--- src/rtl/nrzi_rx_deserializer.sv ---
// nrzi_rx_deserializer
// Receive-side NRZI line decoder. A line level equal to the previous one
// decodes as 1 and a transition decodes as 0. Decoded bits are assembled
// LSB-first into DATA_W-bit words, which are offered on a registered
// valid/ready port.
// Optional feature: define NRZI_RX_STUFF_EN to remove stuffed 0 bits after
// STUFF_LEN consecutive 1s and to flag stuffing violations on stuff_err.
// Without the macro every decoded bit is data and stuff_err is held at 0.
module nrzi_rx_deserializer #(
  parameter int DATA_W    = 8,
  parameter int STUFF_LEN = 6
) (
  input  logic              clk,
  input  logic              rst_n,
  input  logic              bit_en,
  input  logic              line_in,
  input  logic              sync_clr,
  output logic [DATA_W-1:0] out_data,
  output logic              out_valid,
  input  logic              out_ready,
  output logic              overrun,
  output logic              stuff_err
);

  localparam int CNT_W = $clog2(DATA_W + 1);

  // Reject parameter values the word and run counters cannot represent.
  if (DATA_W < 2 || STUFF_LEN < 1) begin : g_bad_param
    $error("nrzi_rx_deserializer: DATA_W must be >= 2 and STUFF_LEN >= 1");
  end

  typedef enum logic {EMPTY, FULL} out_state_t;

  out_state_t        out_state;
  logic              prev_line;
  logic [DATA_W-1:0] shreg;
  logic [CNT_W-1:0]  bit_cnt;

  logic              bit_dec;
  logic              take;
  logic              word_done;
  logic [DATA_W-1:0] shift_word;

`ifdef NRZI_RX_STUFF_EN
  localparam int ONES_W = $clog2(STUFF_LEN + 1);

  typedef enum logic {RECV, STUFF} rx_state_t;

  rx_state_t         rx_state;
  logic [ONES_W-1:0] ones_cnt;
`else
  assign stuff_err = 1'b0;
`endif

  // Decode the current line sample and decide whether it completes a word.
  // NOTE: every signal gets a value before any condition is evaluated, so
  // no path through this block can leave a variable holding its old value
  // and no latch is inferred.
  always_comb begin
    bit_dec    = (line_in == prev_line);
    shift_word = {bit_dec, shreg[DATA_W-1:1]};
`ifdef NRZI_RX_STUFF_EN
    take       = bit_en && !sync_clr && (rx_state == RECV);
`else
    take       = bit_en && !sync_clr;
`endif
    word_done  = take && (bit_cnt == CNT_W'(DATA_W - 1));
  end

  // Decoder: line history, shift register, bit/run counters and stuffing FSM.
  // NOTE: sequential state uses non-blocking assignments only, so every
  // register samples the pre-edge values no matter how statements are ordered.
  always_ff @(posedge clk) begin
    if (!rst_n) begin
      prev_line <= 1'b1;
      // NOTE: the shift register is cleared on reset even though a full word
      // overwrites it, so a partial word never leaks into simulation as X.
      shreg     <= '0;
      bit_cnt   <= '0;
`ifdef NRZI_RX_STUFF_EN
      ones_cnt  <= '0;
      rx_state  <= RECV;
      stuff_err <= 1'b0;
`endif
    end else begin
`ifdef NRZI_RX_STUFF_EN
      stuff_err <= 1'b0;
`endif
      if (sync_clr) begin
        // Resync wins over a simultaneous strobe; that line sample is dropped.
        prev_line <= 1'b1;
        shreg     <= '0;
        bit_cnt   <= '0;
`ifdef NRZI_RX_STUFF_EN
        ones_cnt  <= '0;
        rx_state  <= RECV;
`endif
      end else if (bit_en) begin
        prev_line <= line_in;
`ifdef NRZI_RX_STUFF_EN
        if (rx_state == STUFF) begin
          // The bit after a full run of 1s must be a stuffed 0; a 1 here
          // means the link lost framing, so the partial word is abandoned.
          rx_state <= RECV;
          ones_cnt <= '0;
          if (bit_dec) begin
            stuff_err <= 1'b1;
            shreg     <= '0;
            bit_cnt   <= '0;
          end
        end else begin
          shreg   <= shift_word;
          bit_cnt <= word_done ? '0 : bit_cnt + CNT_W'(1);
          // The run count deliberately survives word completion.
          if (bit_dec) begin
            ones_cnt <= ones_cnt + ONES_W'(1);
            if (ones_cnt == ONES_W'(STUFF_LEN - 1)) begin
              rx_state <= STUFF;
            end
          end else begin
            ones_cnt <= '0;
          end
        end
`else
        shreg   <= shift_word;
        bit_cnt <= word_done ? '0 : bit_cnt + CNT_W'(1);
`endif
      end
    end
  end

  // Output holding register: EMPTY/FULL handshake plus sticky overrun flag.
  always_ff @(posedge clk) begin
    if (!rst_n) begin
      out_data  <= '0;
      out_state <= EMPTY;
      overrun   <= 1'b0;
    end else begin
      // A completion never coincides with sync_clr, so this clear cannot
      // collide with the overrun set below.
      if (sync_clr) begin
        overrun <= 1'b0;
      end
      case (out_state)
        EMPTY: begin
          if (word_done) begin
            out_data  <= shift_word;
            out_state <= FULL;
          end
        end
        FULL: begin
          if (word_done) begin
            // Same-cycle accept frees the slot for the new word; otherwise
            // the pending word is kept and the new one is lost.
            if (out_ready) begin
              out_data <= shift_word;
            end else begin
              overrun <= 1'b1;
            end
          end else if (out_ready) begin
            out_state <= EMPTY;
          end
        end
        default: out_state <= EMPTY;
      endcase
    end
  end

  assign out_valid = (out_state == FULL);

endmodule

--- config.mk ---
export PLATFORM = sky130hd
export DESIGN_NAME = nrzi_rx_deserializer
export DESIGN_NICKNAME = d
export VERILOG_FILES = /design/src/rtl/nrzi_rx_deserializer.sv
export SDC_FILE = /design/constraint.sdc
export NUM_CORES = 1
export LEC_CHECK = 0
export ABC_AREA = 0
export BUFFER_PORTS_ARGS = -buffer_cell sky130_fd_sc_hd__buf_4
export CORE_MARGIN = 2
export CORE_UTILIZATION = 28
export CTS_CLUSTER_DIAMETER = 150
export DETAILED_ROUTE_END_ITERATION = 10
export MAX_ROUTING_LAYER = met4
export PLACE_DENSITY = 0.44
export SYNTH_ARGS = -nofsm -noshare
export SYNTH_HDL_FRONTEND = slang
export SYNTH_SLANG_ARGS = --single-unit
export TNS_END_PERCENT = 100
--- constraint.sdc ---
create_clock -name clk -period 2.45 [get_ports clk]
set_clock_uncertainty 0.1 [all_clocks]
set_input_delay 0.1225 -clock clk [delete_from_list [all_inputs] [get_ports clk]]
set_output_delay 0.1225 -clock clk [all_outputs]
set_load 0.05 [all_outputs]
Word-level counts from Yosys, hierarchy flattened
Cells that the tools add are included.

cells by class
  reduce and logical (&&, ||, !) cells = 5
  bitwise logic cells = 2
  $add $sub $neg = 1
  mux-type cells = 13
  equality and inequality tests = 5

operator list
  operator               count
  $mux W8                3
  $pmux W8 S2            1
  $mux W1                7
  $add A4 B1 Y4 const B  1
  $eq A4 B3 Y1 const B   1
  $mux W4                1
  $ne A2 B2 Y1 const B   2
  $reduce_and A3 Y1      1
  $logic_and A1 B1 Y1    2
  $ne A2 B1 Y1 const B   1
  $not A1 Y1             2
  $pmux W1 S2            1
  $reduce_or A2 Y1       1
  $eq A1 B1 Y1           1
  $logic_not A1 Y1       1

word-level totals
  output and inout port bits = 11
  bits in registers = 23
  input port bits = 6

Longest topological paths before layout
Gate-level depths: netlist (run 1).

  depth after elaboration = 5
  gate-level depth with buffers = 4
  mapped depth without buffers = 4

Least setup slack after synthesis (run 1)
OpenSTA, ideal clock, no wires.

  path kind = reg-to-reg
  start = register bit_cnt[0]
  end = register out_data[0]
  library setup time = 72 ps
  data required time = 2278 ps
  slack = 779 ps
  clock period less this slack = 1671 ps
  cell stages (with the launch flop) = 5
  data arrival time = 1499 ps
  cells stage by stage = dfxtp_1 -> ha_1 -> or3b_4 -> nor3_4 -> mux2i_1

between the ends
  longest elaborated chain between the ends = 4
  elaborated cells between the ends (all ways) = 5
  classes of those cells = eq/ne: 3; reduce/logical: 2

ends and longest elaborated chain
  item                                                           RTL line  RTL
  from (decl)                                                    37        logic [CNT_W-1:0] bit_cnt;
  from (signal assigned)                                         126       bit_cnt <= word_done ? '0 : bit_cnt + CNT_W'(1);
  $eq A4 B3 Y1 *                                                 67        word_done = take && (bit_cnt == CNT_W'(DATA_W - 1));
  $logic_and A1 B1 Y1 *                                          67
  $ne A2 B2 Y1 (no line) / $ne A2 B1 Y1 (equally long branches)  n/a
  $reduce_and A3 Y1 (no line) *                                  n/a
  to (signal assigned)                                           147       out_data <= shift_word;
  to (signal assigned)                                           156       out_data <= shift_word;
  to (decl)                                                      18        output logic [DATA_W-1:0] out_data,

Every way passes the cells marked *; elsewhere a longest branch is shown, timed or not.
A chain may end at the register's enable or synchronous reset.

Worst setup path in the final report (run 1)
  start = register bit_cnt[0]
  end = register out_data[5]

The elaborated chain is that of the path after synthesis.

==> results.cfg, run 1 <==
[outcome]
outcome = complete, no violations

[yosys]
synth.area.top_cells = dfxtp_1 (50%), mux2i_1 (19%), nand2_1 (8.1%)
synth_fp_nets = 98
synthCells = 91
synth_top_cells_by_count = dfxtp_1 (22), nand2_1 (19), mux2i_1 (17), nor2_1 (10), clkbuf_1 (4)
yosysTopAreaCell = dfxtp_1
yosysUniqueCellTypes = 22
synth_edf_count = 0
yosysMostFrequentCell = dfxtp_1
synth_top_area_share_pct = 49.8
yosysSeqAreaShare_pct = 49.8
ys_async_sr_fraction_pct = 0
syn_area_per_cell_um2 = 9.72
synth.cell_area_um2 = 885
ys.warnings.count = 0
ys.flop_type = dfxtp_1
synth-seq-cells = 22

[die]
die_w_um = 60.2
die_h_um = 60.2
core-area_um2 = 3030
pin_count = 17
rows = 20
start_util_pct = 29.2
die_area_um2 = 3620

[clocking]
clock-sinks = 22
cts_root_buf = clkbuf_4
clockBufferDepth = 2
cts_max_level = 1
clk_pin_slew_ns = 0.12
cts_buffers = 3
clkLatencyLatePin_ns = 0.30
tritoncts = yes
cts-resized-gates = 0
post_cts.repair.setup_buffers = 0
hold_buffers = 2

[placed_design]
pre_cts_ws_ns = 0.612
portBuffers = 15
dpl_cell_area_um2 = 1020
place_congestion = 0.681
dp_hpwl_um = 1060

[sta]
relSlewSlack_pct = 65.3
final-hold-violation-count = 0
tns_ns = 0
drv_slew = 0
worst_pin_slew_ns = 0.518
period_share_pct = 75.3
finalSetupViolCount = 0
postLayoutSetupSlackWorst_ns = 0.606
fin_crit_ns = 1.84
max_freq_ghz = 0.542
rsz0062_at_grt = no

[hold_path]
min_from = line_in
min_to = out_data[7]
holdPathStages = 4
holdCritPathClass = primary input to flop

[critical_path]
critPathTopFamily = simple AND/OR/NAND/NOR gates
worst_r2r_endpoint = out_data[5]
endpoint_kind = flop
start_kind = flop
crit_slowest_cell = nor3_4
cp.arrival_ns = 1.98
path_class = flop to flop
reg2reg_slack_ns = 0.61
cp_cell_sequence = ha_1 -> or3b_4 -> nor3_4 -> mux2i_1
path_depth = 4
worstRegToRegCells = 4
critPathBufInv = 0
slowest_delay_ns = 0.49
r2r-start = bit_cnt[0]
worstPathRequired_ns = 2.59
crit_fanout = 8

[global_routing]
use_met2_pct = 15.5
grt.busiest_layer = met2
grtUsageMet1_pct = 12.7
antenna_found_initial = 0
gr-total-overflow = 0
grt_max_degree = 21
grt_pass1_vias = 615
grt_usage_pct = 10.1
grt_pass1_wl_um = 2600
grt.met3_usage_pct = 1.95

[final_layout]
nFillCells = 319
final_area_um2 = 1080
syn2layout_area_growth_pct = 22.2
num_antenna_cells = 0
final_util_pct = 35.7
drive_above_1_share_pct = 19.8
fin_nets = 114

[detailed_routing]
drcViolationCount = 0
ant_nets = 0
drt-total-wl_um = 1530
drtIter0Drc = 10
drt_pass1_iterations = 2
wl_per_cell_um = 10.2
viasPerCell = 4.03
via_count = 604

[power]
power-per-cell-area_nw_per_um2 = 551
ir_drop_mv = 0.257
p_leak_uw = 0.000410
p_total_uw = 596

[flow_run]
maxCapViolations = 0
## routing by layer
layer  part of all wire (%)  vias up
met5                      0        -
met4                   0.78        0
met3                    4.0        2
met2                     40       14
met1                     55      261
li1                       -      327
## report_power, final
part | leakage [uW] | internal [uW] | total, uW | switching (uW)
Sequential | 0.000178 | 360 | 362 | 1.76
Clock | 0.0000210 | 90.5 | 198 | 108
Combinational | 0.000212 | 14.5 | 35.7 | 21.3
## how the worst max path moves through the flow
| stage | from | end | slack [ns] |
|---|---|---|---|
| 2_1_floorplan | bit_cnt[0] | out_data[0] | 0.78 |
| 3_3_place_gp | bit_cnt[0] | out_data[2] | 0.61 |
| 3_5_place_dp | bit_cnt[0] | out_data[5] | 0.61 |
| 4_1_cts | bit_cnt[0] | out_data[2] | 0.58 |
| 5_1_grt | bit_cnt[0] | out_data[0] | 0.44 |
| 6_report | bit_cnt[0] | out_data[5] | 0.61 |
## state kept, by name (all words and copies together), names as in the netlist
name,cells
out_data,8
bit_cnt,4
shreg,7
prev_line,1
overrun,1
out_valid,1
## worst register-to-register path, delay by kind of cell, from the launching register on
| kind | cells | cell delay (ns) |
|---|---|---|
| flip-flops | 1 | 0.38 |
| multiplexers | 1 | 0.24 |
| adder cells (fa/ha/maj) | 1 | 0.17 |
| AND/OR/NAND/NOR | 2 | 0.89 |
## through the flow
| step | hold WS [ns] | cells |
|---|---|---|
| detailed placement | 0.267 | 144 |
| global route | 0.0622 | 150 |
| global placement | 0.259 | 144 |
| floorplan | 0.136 | 91 |
| finish | 0.0465 | 150 |
| CTS | 0.0421 | 150 |
## layout make-up
type	count	area, um2	area share [%]
inverter	1	3.75	0.347
clock buffer	4	36.3	3.36
multi-input combinational	62	413	38.2
timing repair buffer	17	133	12.3
tap	44	55.1	5.09
sequential	22	440	40.7
## placed cells by master, fill, tap and decap left out, drive strengths merged
master / count
o2111ai: 1
inv: 1
dlygate4sd3: 2
nand2b: 1
xor2: 2
a32o: 1
nand2: 19
nor3: 2
o31ai: 1
o21a: 1
dfxtp: 22
nor2: 10
nor2b: 2
clkbuf: 4
ha: 1
nand4: 1
mux2i: 17
or3b: 1
conb: 1
xnor2: 1
buf: 15
## logic make-up (layout without fill, tap and decap cells)
family | after synthesis | count (layout) | synth area share (%)
mux | 17 | 17 | 19.2
simple gates | 36 | 36 | 18.8
xor+xnor | 3 | 3 | 2.97
fa+ha+maj | 1 | 1 | 1.41
compound gates | 4 | 4 | 3.82
flops | 22 | 22 | 49.8
other cells | 1 | 1 | 0.424
buf+inv | 7 | 22 | 3.53
Note: power is estimated with default switching activity, not from simulation.
==> run 2: changes to the inputs <==
- ABC_AREA: 0 -> 1
- clock period: 2.45 -> 1.77 ns (I/O delays scaled with it)
==> run 2 against run 1 <==
Sequential power up 41%. Clock power rose by 98%. First-iteration DRC count increased to 2.6 times the previous value. Critical path depth grew 2. Hold slack improved by 0.33 ns. Non-clock buffer count increased by 5. Power up 62%. Count of clock-buffer cells in the layout is 1 lower. Combinational power rose by 71%.
==> results.cfg, run 2 <==
[outcome]
outcome = complete, no violations

[die]
pin_count = 17
die_h_um = 61.0
rows = 20
die_area_um2 = 3720
core-area_um2 = 3080
start_util_pct = 29.5
die_w_um = 61.0

[yosys]
ys_async_sr_fraction_pct = 0
syn_area_per_cell_um2 = 7.51
synth_top_area_share_pct = 48.5
yosysMostFrequentCell = nand2_1
synth_fp_nets = 128
yosysUniqueCellTypes = 18
ys.warnings.count = 0
yosysSeqAreaShare_pct = 48.5
synthCells = 121
synth.cell_area_um2 = 908
ys.flop_type = dfxtp_1
synth.area.top_cells = dfxtp_1 (48%), nand2_1 (10%), nor2_1 (9.9%)
yosysTopAreaCell = dfxtp_1
synth-seq-cells = 22
synth_edf_count = 0
synth_top_cells_by_count = nand2_1 (25), nor2_1 (24), dfxtp_1 (22), inv_1 (15), o21ai_0 (10)

[clocking]
clockBufferDepth = 2
clkLatencyLatePin_ns = 0.32
cts_max_level = 1
cts-resized-gates = 0
clk_pin_slew_ns = 0.12
cts_root_buf = clkbuf_4
clock-sinks = 22
tritoncts = yes
cts_buffers = 3

[critical_path]
r2r-start = bit_cnt[0]
reg2reg_slack_ns = 0.46
start_kind = primary input
critPathBufInv = 3
path_class = primary input to flop
critPathTopFamily = buffers and inverters
worstRegToRegCells = 7
crit_fanout = 13
crit_slowest_cell = dlygate4sd3_1
endpoint_kind = flop
worstPathRequired_ns = 1.91
worst_r2r_endpoint = out_data[0]
slowest_delay_ns = 0.52
cp.arrival_ns = 1.56
cp_cell_sequence = dlygate4sd3_1 -> buf_4 -> inv_1 -> nor2_2 -> o21ai_0 -> a21oi_1

[power]
pwr-share-comb_pct = 6.3
power_switching_uw = 204
p_int_uw = 759
swShare_pct = 21.2
p_leak_uw = 0.000535
clockPowerShare_pct = 40.8
power-per-cell-area_nw_per_um2 = 832
seq_power_share_pct = 52.9
ir_drop_mv = 0.511

[sta]
final-hold-violation-count = 0
tns_ns = 0
rsz0062_at_grt = no
finalSetupViolCount = 0
max_freq_ghz = 0.708
holdWs_ns = 0.377
period_share_pct = 79.8
fin_crit_ns = 1.41
drv_slew = 0

[hold_path]
holdPathStages = 2
min_to = bit_cnt[1]
holdCritPathClass = flop to flop
min_from = bit_cnt[1]

[detailed_routing]
viasPerCell = 4.08
drcViolationCount = 0
drt_pass1_iterations = 3
ant_nets = 0
drt-total-wl_um = 1670
drtIter0Drc = 26
wl_per_cell_um = 8.97
via_count = 758

[final_layout]
syn2layout_area_growth_pct = 27.4
num_antenna_cells = 0
fin_nets = 150
final_common_cell = nand2_1
nFillCells = 354
top_register = out_data
mostFrequentLayoutCells = nand2_1 (25), nor2_1 (24), dfxtp_1 (22)
fin_cells = 186
top_regs = out_data: 8 flops, shreg: 7 flops, bit_cnt: 4 flops
drive_above_1_share_pct = 16.2
largest_register_ffs = 8

[global_routing]
grt_pass1_wl_um = 2970
gr-total-overflow = 0
antenna_found_initial = 0
grt_usage_pct = 11.5
grt_max_degree = 17
grt_pass1_vias = 697

[placed_design]
place_congestion = 0.642
dp_cells = 175
portBuffers = 15
dp_hpwl_um = 1100

[flow_run]
maxCapViolations = 0
run 2: how the worst max path moves through the flow:
| stage | from | endpoint | slack (ns) | depth (start not counted) |
|---|---|---|---|---|
| after floorplan | out_valid | out_data[7] | 0.35 | 6 |
| after global placement | bit_cnt[0] | out_data[7] | 0.49 | 6 |
| after detailed placement | bit_cnt[0] | out_data[5] | 0.45 | 6 |
| after CTS | rst_n | bit_cnt[2] | 0.32 | 6 |
| after global routing | rst_n | bit_cnt[2] | 0.23 | 6 |
| final | rst_n | bit_cnt[2] | 0.36 | 6 |
run 2: power groups by stage:
| stage | Clock, uW | Combinational [uW] | Sequential, uW |
|---|---|---|---|
| after CTS | 408 | 61.6 | 510 |
| after global placement | 0 | 50.3 | 520 |
| after detailed placement | 0 | 51.1 | 520 |
| final | 393 | 61.0 | 509 |
| after floorplan | 0 | 39.2 | 519 |
| after global routing | 431 | 69.4 | 511 |
run 2: final cells by class:
class                           count  area [um2]  share of cell area (%)
Sequential cell                    22         440                    38.1
Multi-Input combinational cell     78         367                    31.7
Timing Repair Buffer               22         183                    15.8
Inverter                           16        60.1                    5.19
Tap cell                           44        55.1                    4.76
Clock inverter                      1        30.0                    2.59
Clock buffer                        3        22.5                    1.95
run 2: kinds of logic after synthesis:
logic type,synth area share [%]
xor+xnor,1.93
simple gates,25.9
compound gates,10.7
buf+inv,11.2
flops,48.5
fa+ha+maj,1.38
other cells,0.413
run 2: worst min-delay path: stages, from the launching register on:
cell     delay, ns
dfxtp_1       0.34
inv_1         0.05
a21oi_1       0.05
run 2: routing by layer:
metal | share of wire (%) | GRT usage (%)
met1 | 49 | 13.2
met2 | 46 | 18.3
met3 | 3.8 | 4.48
met4 | 1.1 | 3.73
met5 | 0 | -
run 2: timing repair:
action,in CTS,in global routing
hold buffers,7,0
endpoints found under the hold margin,13,0
setup buffers,0,0
run 2: through the flow:
step	total power [uW]	setup slack, ns	area, um2	utilization, %
after global placement	570	0.493	1030	33.6
final	963	0.357	1160	37.6
after global routing	1010	0.229	1160	37.6
after floorplan	558	0.351	908	-
after CTS	979	0.318	1160	37.6
after detailed placement	571	0.453	1030	33.6
